`config.mk`:
```
export PLATFORM = sky130hd
export DESIGN_NAME = ibf_bf_network_pipe
export DESIGN_NICKNAME = d
export VERILOG_FILES = /design/src/rtl/ibf_pkg.sv /design/src/rtl/ibf_stage_core.sv /design/src/rtl/ibf_bf_network_pipe.sv
export SDC_FILE = /design/constraint.sdc
export NUM_CORES = 1
export LEC_CHECK = 0
export ABC_AREA = 1
export BUFFER_PORTS_ARGS = -buffer_cell sky130_fd_sc_hd__buf_2
export CAP_MARGIN = 20
export CORE_ASPECT_RATIO = 0.5
export CORE_UTILIZATION = 55
export DETAILED_ROUTE_END_ITERATION = 8
export HOLD_SLACK_MARGIN = 0.03
export PLACE_DENSITY_LB_ADDON = 0.3
export SETUP_SLACK_MARGIN = 0.1
export SKIP_LAST_GASP = 1
export SLEW_MARGIN = 20
export SYNTH_ARGS = -nofsm -noshare
export SYNTH_HDL_FRONTEND = slang
export SYNTH_SLANG_ARGS = --single-unit
```
`constraint.sdc`:
```
create_clock -name clk -period 2.8 [get_ports clk]
set_clock_uncertainty 0.15 [all_clocks]
set_input_delay 0.28 -clock clk [delete_from_list [all_inputs] [get_ports clk]]
set_output_delay 0.28 -clock clk [all_outputs]
set_load 0.01 [all_outputs]
```
`src/rtl/ibf_pkg.sv`:
```
// Shared helpers and types for the inverse-butterfly permutation pipeline.
package ibf_pkg;

  typedef enum logic {IDLE, DRAIN} commit_state_t;

  function automatic int clog2(input int n);
    int r;
    r = 0;
    while ((1 << r) < n) r++;
    return r;
  endfunction

  // Width of the stage-select address; never narrower than one bit.
  function automatic int cfg_addr_w(input int dw);
    int s;
    s = clog2(dw);
    return (s > 1) ? clog2(s) : 1;
  endfunction

  function automatic int popcount(input logic [31:0] m);
    int c;
    c = 0;
    for (int i = 0; i < 32; i++) c += int'(m[i]);
    return c;
  endfunction

endpackage

```
`src/rtl/ibf_stage_core.sv`:
```
// One inverse-butterfly stage: pairwise swaps at distance 2^STAGE_ORDER,
// optionally followed by an enable-gated data/valid register.
module ibf_stage_core #(
  parameter int DATA_WIDTH  = 32,
  parameter int STAGE_ORDER = 0,
  parameter bit IS_PIPED    = 1'b1
) (
  input  logic                    clk,
  input  logic                    rst,
  input  logic                    en,
  input  logic [DATA_WIDTH/2-1:0] cfg,
  input  logic [DATA_WIDTH-1:0]   din,
  input  logic                    valid_in,
  output logic [DATA_WIDTH-1:0]   dout,
  output logic                    valid_out,
  output logic                    busy
);
  localparam int SHIFT   = 1 << STAGE_ORDER;
  localparam int E       = 2 * SHIFT;
  localparam int REGIONS = DATA_WIDTH / E;

  logic [DATA_WIDTH-1:0] perm;

  genvar gi, gj;
  for (gi = 0; gi < REGIONS; gi++) begin : g_region
    for (gj = 0; gj < SHIFT; gj++) begin : g_elem
      localparam int LO = E * gi + gj;
      localparam int HI = LO + SHIFT;
      localparam int CB = gi * SHIFT + gj;
      assign perm[LO] = cfg[CB] ? din[HI] : din[LO];
      assign perm[HI] = cfg[CB] ? din[LO] : din[HI];
    end
  end

  if (IS_PIPED) begin : g_reg
    logic [DATA_WIDTH-1:0] data_reg;
    logic                  valid_reg;
    always_ff @(posedge clk) begin
      if (rst) begin
        data_reg  <= '0;
        valid_reg <= 1'b0;
      end else if (en) begin
        data_reg  <= perm;
        valid_reg <= valid_in;
      end
    end
    assign dout      = data_reg;
    assign valid_out = valid_reg;
    assign busy      = valid_reg;
  end else begin : g_comb
    logic unused_ctrl;
    assign unused_ctrl = &{1'b0, clk, rst, en};
    assign dout        = perm;
    assign valid_out   = valid_in;
    assign busy        = 1'b0;
  end

endmodule

```
`src/rtl/ibf_bf_network_pipe.sv`:
```
// Full inverse-butterfly permutation pipeline with valid/ready flow control
// and shadow/active per-stage configuration committed only once drained.
module ibf_bf_network_pipe
  import ibf_pkg::*;
#(
  parameter int                           DATA_WIDTH = 32,
  parameter logic [clog2(DATA_WIDTH)-1:0] PIPE_MASK  = '1
) (
  input  logic                                clk,
  input  logic                                rst,
  input  logic                                cfg_wr_en,
  input  logic [cfg_addr_w(DATA_WIDTH)-1:0]   cfg_wr_addr,
  input  logic [DATA_WIDTH/2-1:0]             cfg_wr_data,
  input  logic                                cfg_commit,
  output logic                                cfg_pending,
  input  logic                                in_valid,
  output logic                                in_ready,
  input  logic [DATA_WIDTH-1:0]               din,
  output logic                                out_valid,
  input  logic                                out_ready,
  output logic [DATA_WIDTH-1:0]               dout
);
  localparam int STAGES = clog2(DATA_WIDTH);
  localparam int CFG_W  = DATA_WIDTH / 2;
  localparam int AW     = cfg_addr_w(DATA_WIDTH);
  localparam int LAT    = popcount(32'(PIPE_MASK));

  commit_state_t     state_reg;
  logic              pending_reg;
  logic              adv;
  logic              entry_valid;
  logic              pipe_empty;
  logic              copy_now;
  logic [STAGES-1:0] stage_busy;

  // Entry valid does not depend on adv, so a fully combinational build has no loop.
  assign entry_valid = in_valid & ~rst & ~pending_reg;
  assign adv         = ~out_valid | out_ready;
  assign in_ready    = ~rst & ~pending_reg & ((LAT == 0) ? out_ready : adv);
  assign pipe_empty  = ~(|stage_busy) & ~out_valid;
  assign copy_now    = (state_reg == DRAIN) & pipe_empty;
  assign cfg_pending = pending_reg;

  always_ff @(posedge clk) begin
    if (rst) begin
      state_reg   <= IDLE;
      pending_reg <= 1'b0;
    end else begin
      case (state_reg)
        IDLE: if (cfg_commit) begin
          state_reg   <= DRAIN;
          pending_reg <= 1'b1;
        end
        DRAIN: if (pipe_empty) begin
          state_reg   <= IDLE;
          pending_reg <= 1'b0;
        end
        default: begin
          state_reg   <= IDLE;
          pending_reg <= 1'b0;
        end
      endcase
    end
  end

  genvar gi;
  for (gi = 0; gi < STAGES; gi++) begin : g_stage
    logic [DATA_WIDTH-1:0] d_in, d_out;
    logic                  v_in, v_out, busy, wr_hit;
    logic [CFG_W-1:0]      shadow_reg, active_reg;

    if (gi == 0) begin : g_head
      assign d_in = din;
      assign v_in = entry_valid;
    end else begin : g_link
      assign d_in = g_stage[gi-1].d_out;
      assign v_in = g_stage[gi-1].v_out;
    end

    assign wr_hit = cfg_wr_en && (cfg_wr_addr == AW'(gi));

    // A write landing in the copy cycle is forwarded so the new word goes active.
    always_ff @(posedge clk) begin
      if (rst) begin
        shadow_reg <= '0;
        active_reg <= '0;
      end else begin
        if (wr_hit)   shadow_reg <= cfg_wr_data;
        if (copy_now) active_reg <= wr_hit ? cfg_wr_data : shadow_reg;
      end
    end

    ibf_stage_core #(
      .DATA_WIDTH (DATA_WIDTH),
      .STAGE_ORDER(gi),
      .IS_PIPED   (PIPE_MASK[gi])
    ) u_core (
      .clk      (clk),
      .rst      (rst),
      .en       (adv),
      .cfg      (active_reg),
      .din      (d_in),
      .valid_in (v_in),
      .dout     (d_out),
      .valid_out(v_out),
      .busy     (busy)
    );

    assign stage_busy[gi] = busy;
  end

  assign dout      = g_stage[STAGES-1].d_out;
  assign out_valid = g_stage[STAGES-1].v_out;

endmodule

```
# --- Word level (Yosys, flattened, before mapping) ---
# Cells that the tools add are included.
classes:
  eq_ne: 6
  mux: 171
  bitwise_logic: 12
  reduce_logical: 8
ops:
  columns: ["operator", "n"]
  rows:
  - ["$mux W1", 164]
  - ["$mux W16", 5]
  - ["$and A1 B1 Y1", 6]
  - ["$eq A3 B2 Y1 const B", 2]
  - ["$logic_and A1 B1 Y1", 5]
  - ["$not A1 Y1", 5]
  - ["$reduce_or A5 Y1", 1]
  - ["$pmux W1 S2", 2]
  - ["$eq A3 B1 Y1 const B", 1]
  - ["$eq A3 B3 Y1 const B", 1]
  - ["$logic_not A3 Y1", 1]
  - ["$ne A2 B1 Y1 const B", 1]
  - ["$ne A2 B2 Y1 const B", 1]
  - ["$reduce_and A2 Y1", 1]
  - ["$or A1 B1 Y1", 1]
word_totals:
  register_bits: 327
  out_inout_bits: 35
  wordCells: 219

# --- Depth between registers and ports, before layout ---
# Gate-level depths: netlist of the first run.
logic_depth:
  ltp_word: 5
  depth_mapped: 7
  depth_no_buf: 6

# --- Cells and area by module ---
# Synthesis of the first run repeated with hierarchy kept, for this count alone.
unflattened:
  cells_unflattened: 2265
  hier_area_um2: 14799.2
modules_own_cells:
  columns: ["mod", "instances", "cells_per_inst", "area_per_inst_um2", "seq_area_each_um2"]
  rows:
  - ["ibf_stage_core", 5, 289, 1696.6, 660.6]
  - ["ibf_bf_network_pipe", 1, 820, 6316.1, 3243.1]

# --- Worst setup path before layout of the first run ---
# OpenSTA, ideal clock, no wires.
synth_path:
  kind: "register -> register"
  start: "register g_stage[4].u_core.g_reg.valid_reg"
  end: "register g_stage[2].u_core.g_reg.data_reg[3]"
  setup_ns: 0.137
  t_arrival_ns: 1.214
  slack_ns: 1.300
  stages_incl_launch_ff: 8
  path_buffers: 2
  cell_sequence: "dfxtp_1 inv_1 nor2_2 inv_2 buf_2 clkbuf_2 o21ai_0 a31oi_1"
synth_between:
  elab_chain_cells: 2
synth_rtl:
  columns: ["element", "line_no", "rtl"]
  rows:
  - ["from (decl)", "ibf_stage_core.sv:37", "logic valid_reg;"]
  - ["from (signal assigned)", "ibf_stage_core.sv:44", "valid_reg <= valid_in;"]
  - ["$not A1 Y1", "ibf_bf_network_pipe.sv:38", "assign adv = ~out_valid | out_ready;"]
  - ["$or A1 B1 Y1", "ibf_bf_network_pipe.sv:38", null]
  - ["to (signal assigned)", "ibf_stage_core.sv:43", "data_reg <= perm;"]
  - ["to (decl)", "ibf_stage_core.sv:36", "logic [DATA_WIDTH-1:0] data_reg;"]
# No other way between the ends.
# A chain may end at the register's enable or synchronous reset.

==> summary.md, run 1 <==
| Metric | Value |
|---|---|
| Synth Register Bits | 327 |
| Post-cts hold buffer count | 55 |
| Ant diodes | 0 |
| Reg2reg end | g_stage[0].u_core.dout[2] |
| CTS sink count | roughly 330 |
| Commonest non-fill, non-tap cell in the layout | nand2_1 |
| Final setup violating endpoints | 0 |
| DR DRC count | 0 |
| Crit-path leading delay family | buffers and inverters |
| Area share of the largest cell type after synthesis | 49.1% |
| Reg clk slew, reported paths | 0.07 ns |
| Crit path to | g_stage[0].u_core.dout[31] |
| Largest net degree at the start of global routing | roughly 250 |
| Share of layout cells above drive strength 1 | about a tenth |
| Synth top area cells | dfxtp_1 49%, nand2_1 14%, inv_1 9.7% |
| Post-route cell area | approximately 15000 sq um |
| Initial Util | 57.3% |
| Post-CTS Setup Bufs | 0 |
| Worst hold-check path type | in -> reg |
| Fin nets | between 2000 and 2500 |
| Critical Path Start | rst |
| Status | complete, no violations |
| Crit. path cell count | 7 |
| Max-Cap Viols | 0 |
| Area grow syn2layout | 15.6% |
| Worst path bufs/invs | 5 |
| Placed Area | 14000 sq um |
| Port Buffers | 91 |
| DRC marker count from the first detailed-route iteration | 1257 |
| Area of the multi-input gates | roughly 5000 sq um |
| Row cnt | 39 |
| Synth unique cells | 25 |
| Critical path cell sequence | dlygate4sd3_1 -> buf_2 -> inv_6 -> buf_12 -> o21ai_0 -> a31oi_1 -> dlygate4sd3_1 |
| Routed Antenna Nets | 0 |
| Routed wire length | approximately 34 mm |
| Chip height | 112 um |
| Yosys top cell by area | dfxtp_1 |
| Post-CTS Resized | 0 |
| Most frequent cells in the layout | 484 x nand2_1, 342 x inv_1, 327 x dfxtp_1, 160 x a31oi_1, 151 x nand3_1 |
| Core Region | approximately 23000 sq um |
| P_sw | 2.73 mW |
| Skew-Pair Late Insertion Delay | 0.55 ns |
| Max-slew violations | 0 |
| R2R cell count | 7 |
| H-tree levels | 1 |
| Syn nets | around 1900 |
| Required @ worst endpoint | about 3.1 ns |
| Via density | 5.22 |
| Worst EP arrival | 2.85 ns |
| DR WL/cell | about 15 um |
| Max rail drop VDD | 0.334 mV |
| Logic pwr share | 11.5% |
| Cell mode on critical path | dlygate4sd3_1 |
| Reg-to-reg slack, setup | 0.35 ns |
| Clock root cell | clkbuf_16 |
| CP Launch Type | primary input |
| First-pass GRT wire length | 54.2 mm |
| IO Pins | between 90 and 100 |
| Total Neg Setup Slack | 0 ns |
| Clock tree from TritonCTS | built |
| R2R Path Start | g_stage[4].u_core.busy |
| P_int | between 7 and 8 mW |
| Placer congestion estimate | 0.816 |
| Initial antenna violation count | 0 |
| Design Power | about 10 mW |
| Worst Setup Path Type | in -> reg |
| Synthesized cell area | between 10000 and 15000 sq um |
| Net Sw Frac | 26.5% |
| Filler Cell Count | 1958 |
| Pre-antenna DRT Iters | 5 |
| Max reg flops | 160 |
| Num CTS Buffers | 29 |
| Gr usage total | 27.2% |
| Hold Vio Cnt, Final | 0 |
| Worst Setup End Kind | register |
| Minimum clock period | approximately 2.5 ns |
| Critical path peak fanout | 245 |
| Worst path slowest cell | dlygate4sd3_1 |
| Clock power frac | 37.3% |
| Max Fclk | 398 MHz |
| Max incr delay on CP | ~0.59 ns |
| Power Density | ~670 nW/um^2 |
| Synth Instances | 1845 |
| Worst slew margin | between 20% and 30% |
| Final Cycle Share | 89.7% |
| HPWL after detailed placement | 21.6 mm |
| Die X | 222 um |
| Yosys warns | 0 |
| Longest Clk Path Bufs | 3 |
| Sequential fraction of the synthesis area | between 40% and 50% |
| Die area | between 20000 and 25000 sq um |
| Unrepaired setup endpoints after global routing | false |
| Static Leak | 7.31 nW |
| Total grt overflow | 0 |
| Worst-margin pin slew | 1.09 ns |
| Seq. cell area | 6550 sq um |
| Avg Cell Area, Syn | 7.23 sq um |
| Number of global-route vias before repair | 10300 |
| Sequential Power Share | 51.2% |
| DR vias | about 12000 |
-- through the flow --
step	hold slack (ns)	instances	setup slack, ns	utilization, %
floorplan	0.202	1845	1.30	-
detailed placement	0.325	2165	0.814	60.0
finish	0.0704	2270	0.289	66.2
global placement	0.324	2165	0.822	60.0
CTS	0.0428	2270	0.448	66.2
global route	0.0681	2270	0.126	66.2
-- power by group through the flow --
| stage | sequential, mW | clock (mW) | combinational, mW |
|---|---|---|---|
| 3_5_place_dp | 5.36 | 0 | 1.08 |
| 6_report | 5.27 | 3.84 | 1.18 |
| 4_1_cts | 5.26 | 3.88 | 1.16 |
| 5_1_grt | 5.30 | 4.09 | 1.34 |
| 2_1_floorplan | 5.27 | 0 | 0.805 |
| 3_3_place_gp | 5.35 | 0 | 1.06 |
-- logic make-up (layout without fill, tap and decap cells) --
| logic type | after synthesis | after routing | synth area share, % |
|---|---|---|---|
| AND/OR/NAND/NOR | 669 | 669 | 21.0 |
| AO/OA/AOI/OAI | 405 | 405 | 17.0 |
| flip-flops | 327 | 327 | 49.1 |
| buffers and inverters | 444 | 562 | 12.9 |
-- per-layer routing --
layer | vias up | part of all wire [%] | GRT usage, %
li1 | 6097 | - | -
met4 | 0 | 1.3 | 5.46
met3 | 33 | 9.0 | 5.13
met5 | - | 0 | 0
met2 | 420 | 41 | 40.7
met1 | 5301 | 48 | 40.6
-- final cells by class --
type,instances,share of cell area [%]
Timing Repair Buffer,166,7.75
Clock inverter,12,0.601
Inverter,346,8.51
Tap cell,307,2.49
Multi-Input combinational cell,1074,32.9
Clock buffer,38,5.25
Sequential cell,327,42.5
-- synthesized netlist by cell type (all sizes together) --
| cell type | number |
|---|---|
| buf | 42 |
| o21ai | 163 |
| nor3 | 1 |
| clkbuf | 56 |
| nand3 | 161 |
| o211ai | 1 |
| nand4 | 1 |
| nor2 | 16 |
| a21oi | 81 |
| clkinv | 2 |
| nand2 | 490 |
| dfxtp | 327 |
| inv | 344 |
| a31oi | 160 |
-- how the worst min path moves through the flow --
stage          slack, ns  cells past startpoint                   start                        end
6_report            0.07                      5          cfg_wr_addr[1]   g_stage[0].shadow_reg[0]
3_5_place_dp        0.32                      2  g_stage[0].u_core.busy     g_stage[0].u_core.busy
2_1_floorplan       0.20                      1                     rst     g_stage[4].u_core.busy
5_1_grt             0.07                      5          cfg_wr_addr[1]   g_stage[0].shadow_reg[0]
4_1_cts             0.04                      5          cfg_wr_addr[2]  g_stage[2].shadow_reg[10]
3_3_place_gp        0.32                      2  g_stage[0].u_core.busy     g_stage[0].u_core.busy
-- tightest hold or removal path, cell delays in order --
cell and delay [ns]:
buf_2 0.12, nor2_2 0.09, nand3_1 0.09, nand3_1 0.09, inv_1 0.06
No activity file was read; power rests on OpenSTA's default activity.
==> run 2: changes to the inputs <==
- CORE_UTILIZATION: 55 -> 40
==> run 2 against run 1 <==
Compared with the run above:
- routed wire length up 4.9%
- register-to-register slack about the same
- clock-buffer cell count rose by 5
- worst setup slack improved by 0.064 ns
- clock power rose by 11%
- non-clock buffer count shrank 1
- utilization fell by 17 points
- die area up 37%
==> summary.md, run 2 (synthesized netlist as in run 1, its figures left out) <==
| Metric | Value |
|---|---|
| Status | complete, no violations |
| Most frequent cells in the layout | 484 x nand2_1, 342 x inv_1, 327 x dfxtp_1, 160 x a31oi_1, 151 x nand3_1 |
| Row cnt | 46 |
| Skew-Pair Late Insertion Delay | a little under 0.6 ns |
| Total Neg Setup Slack | 0 ns |
| Max rail drop VDD | about 0.35 mV |
| Chip height | 131 um |
| Core Region | around 32000 sq um |
| Hold slack | about 0.059 ns |
| Placed Area | 14200 sq um |
| Worst Setup Path Type | reg -> reg |
| CTS sink count | around 330 |
| DR DRC count | 0 |
| Via density | slightly below 5 |
| Worst Setup End Kind | register |
| Worst EP arrival | 2.76 ns |
| Largest net degree at the start of global routing | 132 |
| Clock root cell | clkbuf_16 |
| Max reg flops | 160 |
| Routed wire length | 35.7 mm |
| CP Launch Type | register |
| DR WL/cell | roughly 15 um |
| Share of layout cells above drive strength 1 | 9.80% |
| Initial antenna violation count | 0 |
| Area grow syn2layout | 18.3% |
| Static Leak | 7.39 nW |
| Post-route cell area | 15800 sq um |
| Final setup violating endpoints | 0 |
| Worst hold-check path type | in -> reg |
| Routed Antenna Nets | 0 |
| Area of the multi-input gates | 5070 sq um |
| Max Fclk | 409 MHz |
| Max incr delay on CP | 0.57 ns |
| Port Buffers | 91 |
| Critical path peak fanout | about 130 |
| Post-CTS Resized | 0 |
| Worst-margin pin slew | 0.676 ns |
| Gr usage total | 21.0% |
| Commonest non-fill, non-tap cell in the layout | nand2_1 |
| Minimum clock period | between 2 and 2.5 ns |
| Hold Vio Cnt, Final | 0 |
| Number of global-route vias before repair | 10700 |
| Post-CTS Setup Bufs | 0 |
| DRC marker count from the first detailed-route iteration | between 900 and 1000 |
| IO Pins | just over 90 |
| Max-Cap Viols | 0 |
| Reg clk slew, reported paths | around 0.07 ns |
| H-tree levels | 1 |
| Finished Layout Cells | 2401 |
| Final Cycle Share | roughly 87% |
| Power Density | between 600 and 700 nW/um^2 |
| Pre-antenna DRT Iters | 6 |
| Critical path cell sequence | inv_1 -> nor2_2 -> inv_8 -> buf_12 -> o21ai_0 -> a31oi_1 -> dlygate4sd3_1 |
| Clock tree from TritonCTS | built |
| Ant diodes | 0 |
| DP Cell Count | 2287 |
| Filler Cell Count | 3193 |
| Required @ worst endpoint | around 3.1 ns |
| Placer congestion estimate | 0.810 |
| Total grt overflow | 0 |
| Max-slew violations | 0 |
| Post-cts hold buffer count | 57 |
| Initial Util | 41.4% |
| Die area | 34100 sq um |
| Worst slew margin | a little over half |
| Die X | 260 um |
| Unrepaired setup endpoints after global routing | false |
| HPWL after detailed placement | between 20 and 25 mm |
| Longest Clk Path Bufs | 3 |
| First-pass GRT wire length | 57.4 mm |
| Worst path slowest cell | dlygate4sd3_1 |
| DR vias | approximately 12000 |
| Fin nets | about 2000 |
| Num CTS Buffers | 31 |
| Seq. cell area | 6550 sq um |
run 2: cell types whose count changed in the layout (fill, tap and decap cells not counted):
cell / before / now
buf_12: 3 / 10
buf_4: 17 / 7
bufinv_16: 1 / 2
clkbuf_16: 29 / 31
clkbuf_8: 5 / 8
clkinv_4: 1 / 0
clkinvlp_4: 0 / 2
dlygate4sd3_1: 55 / 57
run 2: metrics by stage:
step	total power, mW	setup slack, ns	utilization, %
2_1_floorplan	6.08	1.30	-
5_1_grt	11.2	0.137	49.0
6_report	10.7	0.352	49.0
3_5_place_dp	6.47	0.703	44.0
4_1_cts	10.8	0.394	49.0
3_3_place_gp	6.45	0.794	44.0
run 2: final cells by class:
cell class              count  area share [%]
multi-input cells        1074            32.1
flip-flops and latches    327            41.5
clock inverters            14           0.817
well taps                 432            3.43
clock buffers              43            5.71
inverters                 346            8.31
repair buffers            165            8.10
run 2: final timing paths:
kind                                     end  cells past startpoint  slack (ns)                     start
hold / removal      g_stage[1].shadow_reg[3]                      5        0.06            cfg_wr_addr[1]
setup reg to reg  g_stage[0].u_core.dout[10]                      7        0.35    g_stage[4].u_core.busy
setup / recovery  g_stage[0].u_core.dout[10]                      7        0.35    g_stage[4].u_core.busy
hold reg to reg    g_stage[4].u_core.dout[6]                      2        0.33  g_stage[4].active_reg[6]
run 2: report_power, final:
part / leakage [nW] / switching [mW] / internal, mW / total, mW
registers: 2.67 / 0.272 / 5.00 / 5.27
clock network: 0.513 / 1.83 / 2.42 / 4.25
logic: 4.20 / 0.738 / 0.459 / 1.20
total: 7.39 / 2.84 / 7.88 / 10.7
run 2: worst max-delay path: cells and delay by family (launching register included):
kind | cells | cell delay [ns]
flip-flops | 1 | 0.33
buffers and inverters | 4 | 1.22
AND/OR/NAND/NOR | 1 | 0.34
AO/OA/AOI/OAI | 2 | 0.25
run 2: metal layers:
layer	up-vias	share of wire, %	GRT usage, %
met5	-	0	0
met4	0	2.1	5.04
met3	52	6.4	3.30
met2	278	41	30.9
met1	5423	50	31.6
li1	6100	-	-
